==> src/rtl/dmem_arbiter.sv <==
// Purpose: round-robin two-port front end sharing one single-port data_mem between CPU LSU (port 0) and DMA/debug (port 1).
// Latency: write ack 2 cycles, read ack 3 cycles after the cycle the requester raises req; one access in flight.
// Backpressure: requester holds req and command stable until its ack pulse; a losing port waits and is granted next.
module dmem_arbiter #(
    parameter int AWIDTH = 32,
    parameter int DWIDTH = 32
) (
    input  logic              arb_clk,
    input  logic              arb_rst,
    input  logic              req0,
    input  logic              we0,
    input  logic [AWIDTH-1:0] addr0,
    input  logic [DWIDTH-1:0] wdata0,
    output logic              ack0,
    output logic [DWIDTH-1:0] rdata0,
    input  logic              req1,
    input  logic              we1,
    input  logic [AWIDTH-1:0] addr1,
    input  logic [DWIDTH-1:0] wdata1,
    output logic              ack1,
    output logic [DWIDTH-1:0] rdata1,
    output logic              mem_we,
    output logic              mem_re,
    output logic [AWIDTH-1:0] mem_addr,
    output logic [DWIDTH-1:0] mem_wdata,
    input  logic [DWIDTH-1:0] mem_rdata,
    output logic              busy
);

    typedef enum logic [1:0] {
        IDLE  = 2'd0,
        ISSUE = 2'd1,
        RESP  = 2'd2
    } state_t;

    state_t state;
    state_t state_nxt;

    // prio names the port that wins a tie; gnt_id remembers who owns the access in flight
    logic prio;
    logic prio_nxt;
    logic gnt_id;
    logic gnt_id_nxt;

    // winner of the current IDLE-cycle arbitration and its command fields
    logic              win;
    logic              win_we;
    logic [AWIDTH-1:0] win_addr;
    logic [DWIDTH-1:0] win_wdata;

    // next values for the registered outputs
    logic              ack0_nxt;
    logic              ack1_nxt;
    logic [DWIDTH-1:0] rdata0_nxt;
    logic [DWIDTH-1:0] rdata1_nxt;
    logic              mem_we_nxt;
    logic              mem_re_nxt;
    logic [AWIDTH-1:0] mem_addr_nxt;
    logic [DWIDTH-1:0] mem_wdata_nxt;
    logic              busy_nxt;

    // Pick a winner: a lone requester wins outright, a tie goes to prio.
    always_comb begin
        win = 1'b0;
        if (req0 && req1) begin
            win = prio;
        end else if (req1) begin
            win = 1'b1;
        end
        win_we    = win ? we1    : we0;
        win_addr  = win ? addr1  : addr0;
        win_wdata = win ? wdata1 : wdata0;
    end

    // State register.
    always_ff @(posedge arb_clk) begin
        if (arb_rst) begin
            state <= IDLE;
        end else begin
            state <= state_nxt;
        end
    end

    // Next-state logic: writes finish from ISSUE, reads take an extra RESP cycle for the memory's registered read.
    always_comb begin
        state_nxt = state;
        case (state)
            IDLE: begin
                if (req0 || req1) begin
                    state_nxt = ISSUE;
                end
            end
            ISSUE: begin
                state_nxt = mem_we ? IDLE : RESP;
            end
            RESP: begin
                state_nxt = IDLE;
            end
            default: begin
                state_nxt = IDLE;
            end
        endcase
    end

    // Output logic: compute next values for every registered output.
    always_comb begin
        ack0_nxt      = 1'b0;
        ack1_nxt      = 1'b0;
        mem_we_nxt    = 1'b0;
        mem_re_nxt    = 1'b0;
        rdata0_nxt    = rdata0;
        rdata1_nxt    = rdata1;
        mem_addr_nxt  = mem_addr;
        mem_wdata_nxt = mem_wdata;
        prio_nxt      = prio;
        gnt_id_nxt    = gnt_id;
        busy_nxt      = (state_nxt != IDLE);
        case (state)
            IDLE: begin
                if (req0 || req1) begin
                    gnt_id_nxt    = win;
                    mem_addr_nxt  = win_addr;
                    mem_wdata_nxt = win_wdata;
                    mem_we_nxt    = win_we;
                    mem_re_nxt    = !win_we;
                end
            end
            ISSUE: begin
                // strobe is high this cycle; a write is complete once the memory samples it
                if (mem_we) begin
                    ack0_nxt = (gnt_id == 1'b0);
                    ack1_nxt = (gnt_id == 1'b1);
                    prio_nxt = ~gnt_id;
                end
            end
            RESP: begin
                // memory read data is valid now, one cycle after mem_re
                if (gnt_id == 1'b0) begin
                    rdata0_nxt = mem_rdata;
                    ack0_nxt   = 1'b1;
                end else begin
                    rdata1_nxt = mem_rdata;
                    ack1_nxt   = 1'b1;
                end
                prio_nxt = ~gnt_id;
            end
            default: begin
                busy_nxt = 1'b0;
            end
        endcase
    end

    // Output and bookkeeping registers; reset aborts any access in flight without an ack.
    always_ff @(posedge arb_clk) begin
        if (arb_rst) begin
            ack0      <= 1'b0;
            ack1      <= 1'b0;
            rdata0    <= '0;
            rdata1    <= '0;
            mem_we    <= 1'b0;
            mem_re    <= 1'b0;
            mem_addr  <= '0;
            mem_wdata <= '0;
            busy      <= 1'b0;
            prio      <= 1'b0;
            gnt_id    <= 1'b0;
        end else begin
            ack0      <= ack0_nxt;
            ack1      <= ack1_nxt;
            rdata0    <= rdata0_nxt;
            rdata1    <= rdata1_nxt;
            mem_we    <= mem_we_nxt;
            mem_re    <= mem_re_nxt;
            mem_addr  <= mem_addr_nxt;
            mem_wdata <= mem_wdata_nxt;
            busy      <= busy_nxt;
            prio      <= prio_nxt;
            gnt_id    <= gnt_id_nxt;
        end
    end

endmodule

==> config.mk <==
export PLATFORM = sky130hd
export DESIGN_NAME = dmem_arbiter
export DESIGN_NICKNAME = d
export VERILOG_FILES = /design/src/rtl/dmem_arbiter.sv
export SDC_FILE = /design/constraint.sdc
export NUM_CORES = 1
export LEC_CHECK = 0
export ABC_AREA = 0
export BUFFER_PORTS_ARGS = -buffer_cell sky130_fd_sc_hd__buf_2
export CAP_MARGIN = 25
export CORE_MARGIN = 3
export CORE_UTILIZATION = 40
export DETAILED_ROUTE_END_ITERATION = 16
export HOLD_SLACK_MARGIN = 0.12
export PLACE_DENSITY = 0.72
export SKIP_CTS_REPAIR_TIMING = 1
export SLEW_MARGIN = 25
export SYNTH_ARGS = -nofsm -noshare
export SYNTH_HDL_FRONTEND = slang
export SYNTH_SLANG_ARGS = --single-unit
export TNS_END_PERCENT = 5
==> constraint.sdc <==
create_clock -name arb_clk -period 4.18 [get_ports arb_clk]
set_clock_uncertainty 0.05 [all_clocks]
set_input_delay 0.627 -clock arb_clk [delete_from_list [all_inputs] [get_ports arb_clk]]
set_output_delay 0.627 -clock arb_clk [all_outputs]
set_load 0.01 [all_outputs]
==> flow_metrics.py <==
metrics = {
    "drt": {
        "wirelength_um": 18700,
        "drc": 0,
        "drtIter0Drc": 320,
        "firstDrtPassIters": 5,
        "routed_via_density": 5.247,
        "wire_per_inst_um": 16.39,
        "vias": 5987,
        "ant_nets": 0,
    },
    "critical_path": {
        "reg2reg_from": "state[0]",
        "critPathBufInv": 2,
        "cp_data_arrival_time_ns": 2.56,
        "rr_worst_depth": 6,
        "startpoint_type": "primary input",
        "cpPeakStageDelay_ns": 0.61,
        "worst-path-max-fanout": 86,
        "required_ns": 4.45,
        "timing.reg2reg.setup_slack_ns": 1.94,
        "rr_endpoint": "mem_wdata[16]",
        "end_kind": "flop",
        "crit_family": "buffers and inverters",
        "critPathKind": "primary input to flop",
        "cpMaxStageDelayCell": "o21a_4",
        "critical_path.cell_chain": "buf_2 -> o21a_4 -> buf_12 -> nor2_1 -> a311oi_2",
    },
    "status": {
        "status": "finished clean",
    },
    "min_path": {
        "hold_depth": 2,
        "whs_endpoint": "rdata0[10]",
        "hold_path.class": "flop to flop",
        "min_from": "rdata0[10]",
    },
    "grt": {
        "grt_pass1_vias": 5579,
        "grt_max_degree": 87,
        "track_usage_pct": 22.05,
        "grt_pass1_wl_um": 28570,
        "grt_antenna_before_repair": 2,
        "grt_overflow": 0,
    },
    "synth": {
        "yosysSeqAreaShare_pct": 46.33,
        "muxShareOfSynthArea_pct": 0.1902,
        "synthFlopType": "dfxtp_1",
        "synth_cells": 693,
        "yosys.area_share.adder_pct": 0.8455,
        "synth_edf_count": 0,
        "syn-num-nets": 863,
        "synth-compound-area-share_pct": 26.89,
        "async_reset_ff_share_pct": 0,
        "synth-xor-area-share_pct": 0,
        "ys_types": 30,
        "synth_area_um2": 5919,
        "synthSimpleGateAreaFrac_pct": 19.34,
        "ys.warnings.count": 0,
        "synth_top_family_by_area": "compound AO/OA/AOI/OAI gates",
        "synth_seq_cells": 137,
        "syn_avg_cell_area_um2": 8.542,
    },
    "sta": {
        "fmax_mhz": 436.4,
        "setup_tns_ns": 0,
        "slew_headroom_pct": 44.35,
        "fin_crit_sh_pct": 54.82,
        "rsz0062_at_grt": "no",
        "drv_slew": 0,
        "tightest_slew_ns": 0.8330,
        "final_hold_viol_count": 0,
        "finalSetupViolCount": 0,
        "min_period_ns": 2.291,
    },
    "cells_and_area": {
        "register_area_um2": 2743,
        "syn2layout_area_growth_pct": 35.83,
        "postLayoutCoreUtil_pct": 56.82,
        "layout-drive-gt1-share_pct": 41.29,
        "nNetsFinal": 1116,
        "multi_input_area_um2": 2818,
        "fillCellCount": 1357,
    },
    "die": {
        "num_rows": 43,
        "top_level_ports": 299,
        "start_util_pct": 41.83,
        "core_area_um2": 14150,
        "dieArea_um2": 16290,
        "die_y_um": 127.7,
        "die_w_um": 127.7,
    },
    "run": {
        "drv_cap": 0,
    },
    "clock_tree": {
        "cts-root-buf": "clkbuf_16",
        "clock_latency_ns": 0.40,
        "htree_levels": 4,
        "tritoncts": "done",
        "numCtsBuffers": 17,
        "clk_pin_slew_ns": 0.05,
        "cts.path.max_buffers": 2,
        "clock_sinks": 137,
    },
    "power_and_ir_drop": {
        "p_leak_nw": 3.469,
        "peakVddDrop_v": 0.0002602,
        "cellPowerDensity_nw_per_um2": 469.8,
    },
    "place": {
        "port_buffers": 298,
        "hpwl_um": 12970,
        "gp_congestion": 0.8169,
    },
}
worst min-delay path: stages (launching register included):
cell and delay (ns):
dfxtp_1 0.30, nand2_1 0.05, a21oi_1 0.05
kinds of logic (layout without fill, tap and decap cells):
| family | count (synthesis) | count (layout) |
|---|---|---|
| AOI/OAI and AO/OA | 203 | 203 |
| adders and majority gates | 4 | 4 |
| buffers and inverters | 75 | 341 |
| DFF | 137 | 137 |
| muxes | 1 | 1 |
| other | 0 | 2 |
| and+or+nand+nor | 273 | 273 |
sequential cells by signal, indices dropped and copies added, names as in the netlist:
| signal | count |
|---|---|
| mem_addr | 32 |
| mem_wdata | 32 |
| rdata0 | 32 |
| rdata1 | 32 |
| state | 2 |
| ack0 | 1 |
| ack1 | 1 |
| busy | 1 |
| gnt_id | 1 |
| mem_re | 1 |
| mem_we | 1 |
| prio | 1 |
area by class of cell:
class	instances	share of cell area (%)
Clock buffer	22	6.147
Sequential cell	137	34.11
Antenna cell	2	0.06225
Clock inverter	10	2.023
Timing Repair Buffer	306	19.64
Tap cell	180	2.801
Multi-Input combinational cell	481	35.05
Inverter	3	0.1712
power breakdown:
part	internal [mW]	switching, mW	leakage [nW]
clock	1.08	0.553	0.319
sequential	1.41	0.0545	1.12
combinational	0.273	0.405	2.03
layer usage:
metal  vias up  wire (um)  part of all wire [%]  global-route usage [%]
met2       235       9353                    50                   37.38
met5         -         13                 0.070                       0
li1       2955          -                     -                       -
met4         2        282                   1.5                   7.491
met3        24       1665                   8.9                   7.958
met1      2771       7381                    39                   25.90
worst max-delay path by stage:
stage | from | to | slack [ns] | depth (start not counted)
6_report | req1 | mem_wdata[16] | 1.89 | 5
5_1_grt | state[0] | mem_wdata[10] | 1.75 | 6
4_1_cts | req1 | mem_wdata[20] | 1.93 | 5
3_5_place_dp | req1 | mem_wdata[20] | 1.49 | 5
3_3_place_gp | req1 | mem_wdata[13] | 1.57 | 5
2_1_floorplan | req1 | mem_addr[10] | 2.58 | 5
stage by stage:
stage | total power [mW] | area, um2 | setup WS, ns | instances | hold slack (ns)
floorplan | 1.929 | 5919 | 2.578 | 693 | 0.4305
global placement | 2.161 | 7373 | 1.570 | 1107 | 0.3888
detailed placement | 2.173 | 7378 | 1.488 | 1107 | 0.3930
CTS | 3.812 | 8035 | 1.929 | 1139 | 0.3918
global route | 3.944 | 8038 | 1.750 | 1140 | 0.4017
finish | 3.778 | 8040 | 1.889 | 1141 | 0.3980
layout by cell type, fill, tap and decap left out, types with 2 or more instances in the layout:
| cell type | count |
|---|---|
| a211oi_1 | 2 |
| a21oi_1 | 68 |
| a311oi_1 | 13 |
| a311oi_2 | 51 |
| buf_12 | 2 |
| buf_2 | 297 |
| buf_4 | 7 |
| bufinv_16 | 4 |
| clkbuf_16 | 17 |
| clkbuf_8 | 5 |
| clkinv_2 | 2 |
| clkinvlp_4 | 2 |
| dfxtp_1 | 137 |
| diode_2 | 2 |
| ha_1 | 4 |
| inv_1 | 2 |
| nand2_1 | 129 |
| nand2b_1 | 2 |
| nand2b_2 | 2 |
| nand3_1 | 66 |
| nor2_1 | 67 |
| o21ai_0 | 10 |
| o21ai_1 | 56 |
Yosys cell counts (2+ instances only):
| master | instances | area (um2) |
|---|---|---|
| buf_6 | 3 | 33.78 |
| nand2_1 | 129 | 484.2 |
| o21ai_0 | 10 | 50.05 |
| buf_4 | 8 | 60.06 |
| ha_1 | 4 | 50.05 |
| clkbuf_1 | 24 | 90.09 |
| buf_2 | 36 | 180.2 |
| inv_1 | 2 | 7.510 |
| a21oi_1 | 68 | 340.3 |
| nor2_1 | 67 | 251.5 |
| a311oi_1 | 13 | 113.9 |
| dfxtp_1 | 137 | 2743 |
| a211oi_1 | 2 | 15.01 |
| a311oi_2 | 51 | 765.7 |
| o21ai_1 | 56 | 280.3 |
| nand2b_1 | 4 | 25.02 |
| nand3_1 | 66 | 330.3 |
Power figures use the tool's default switching activity.
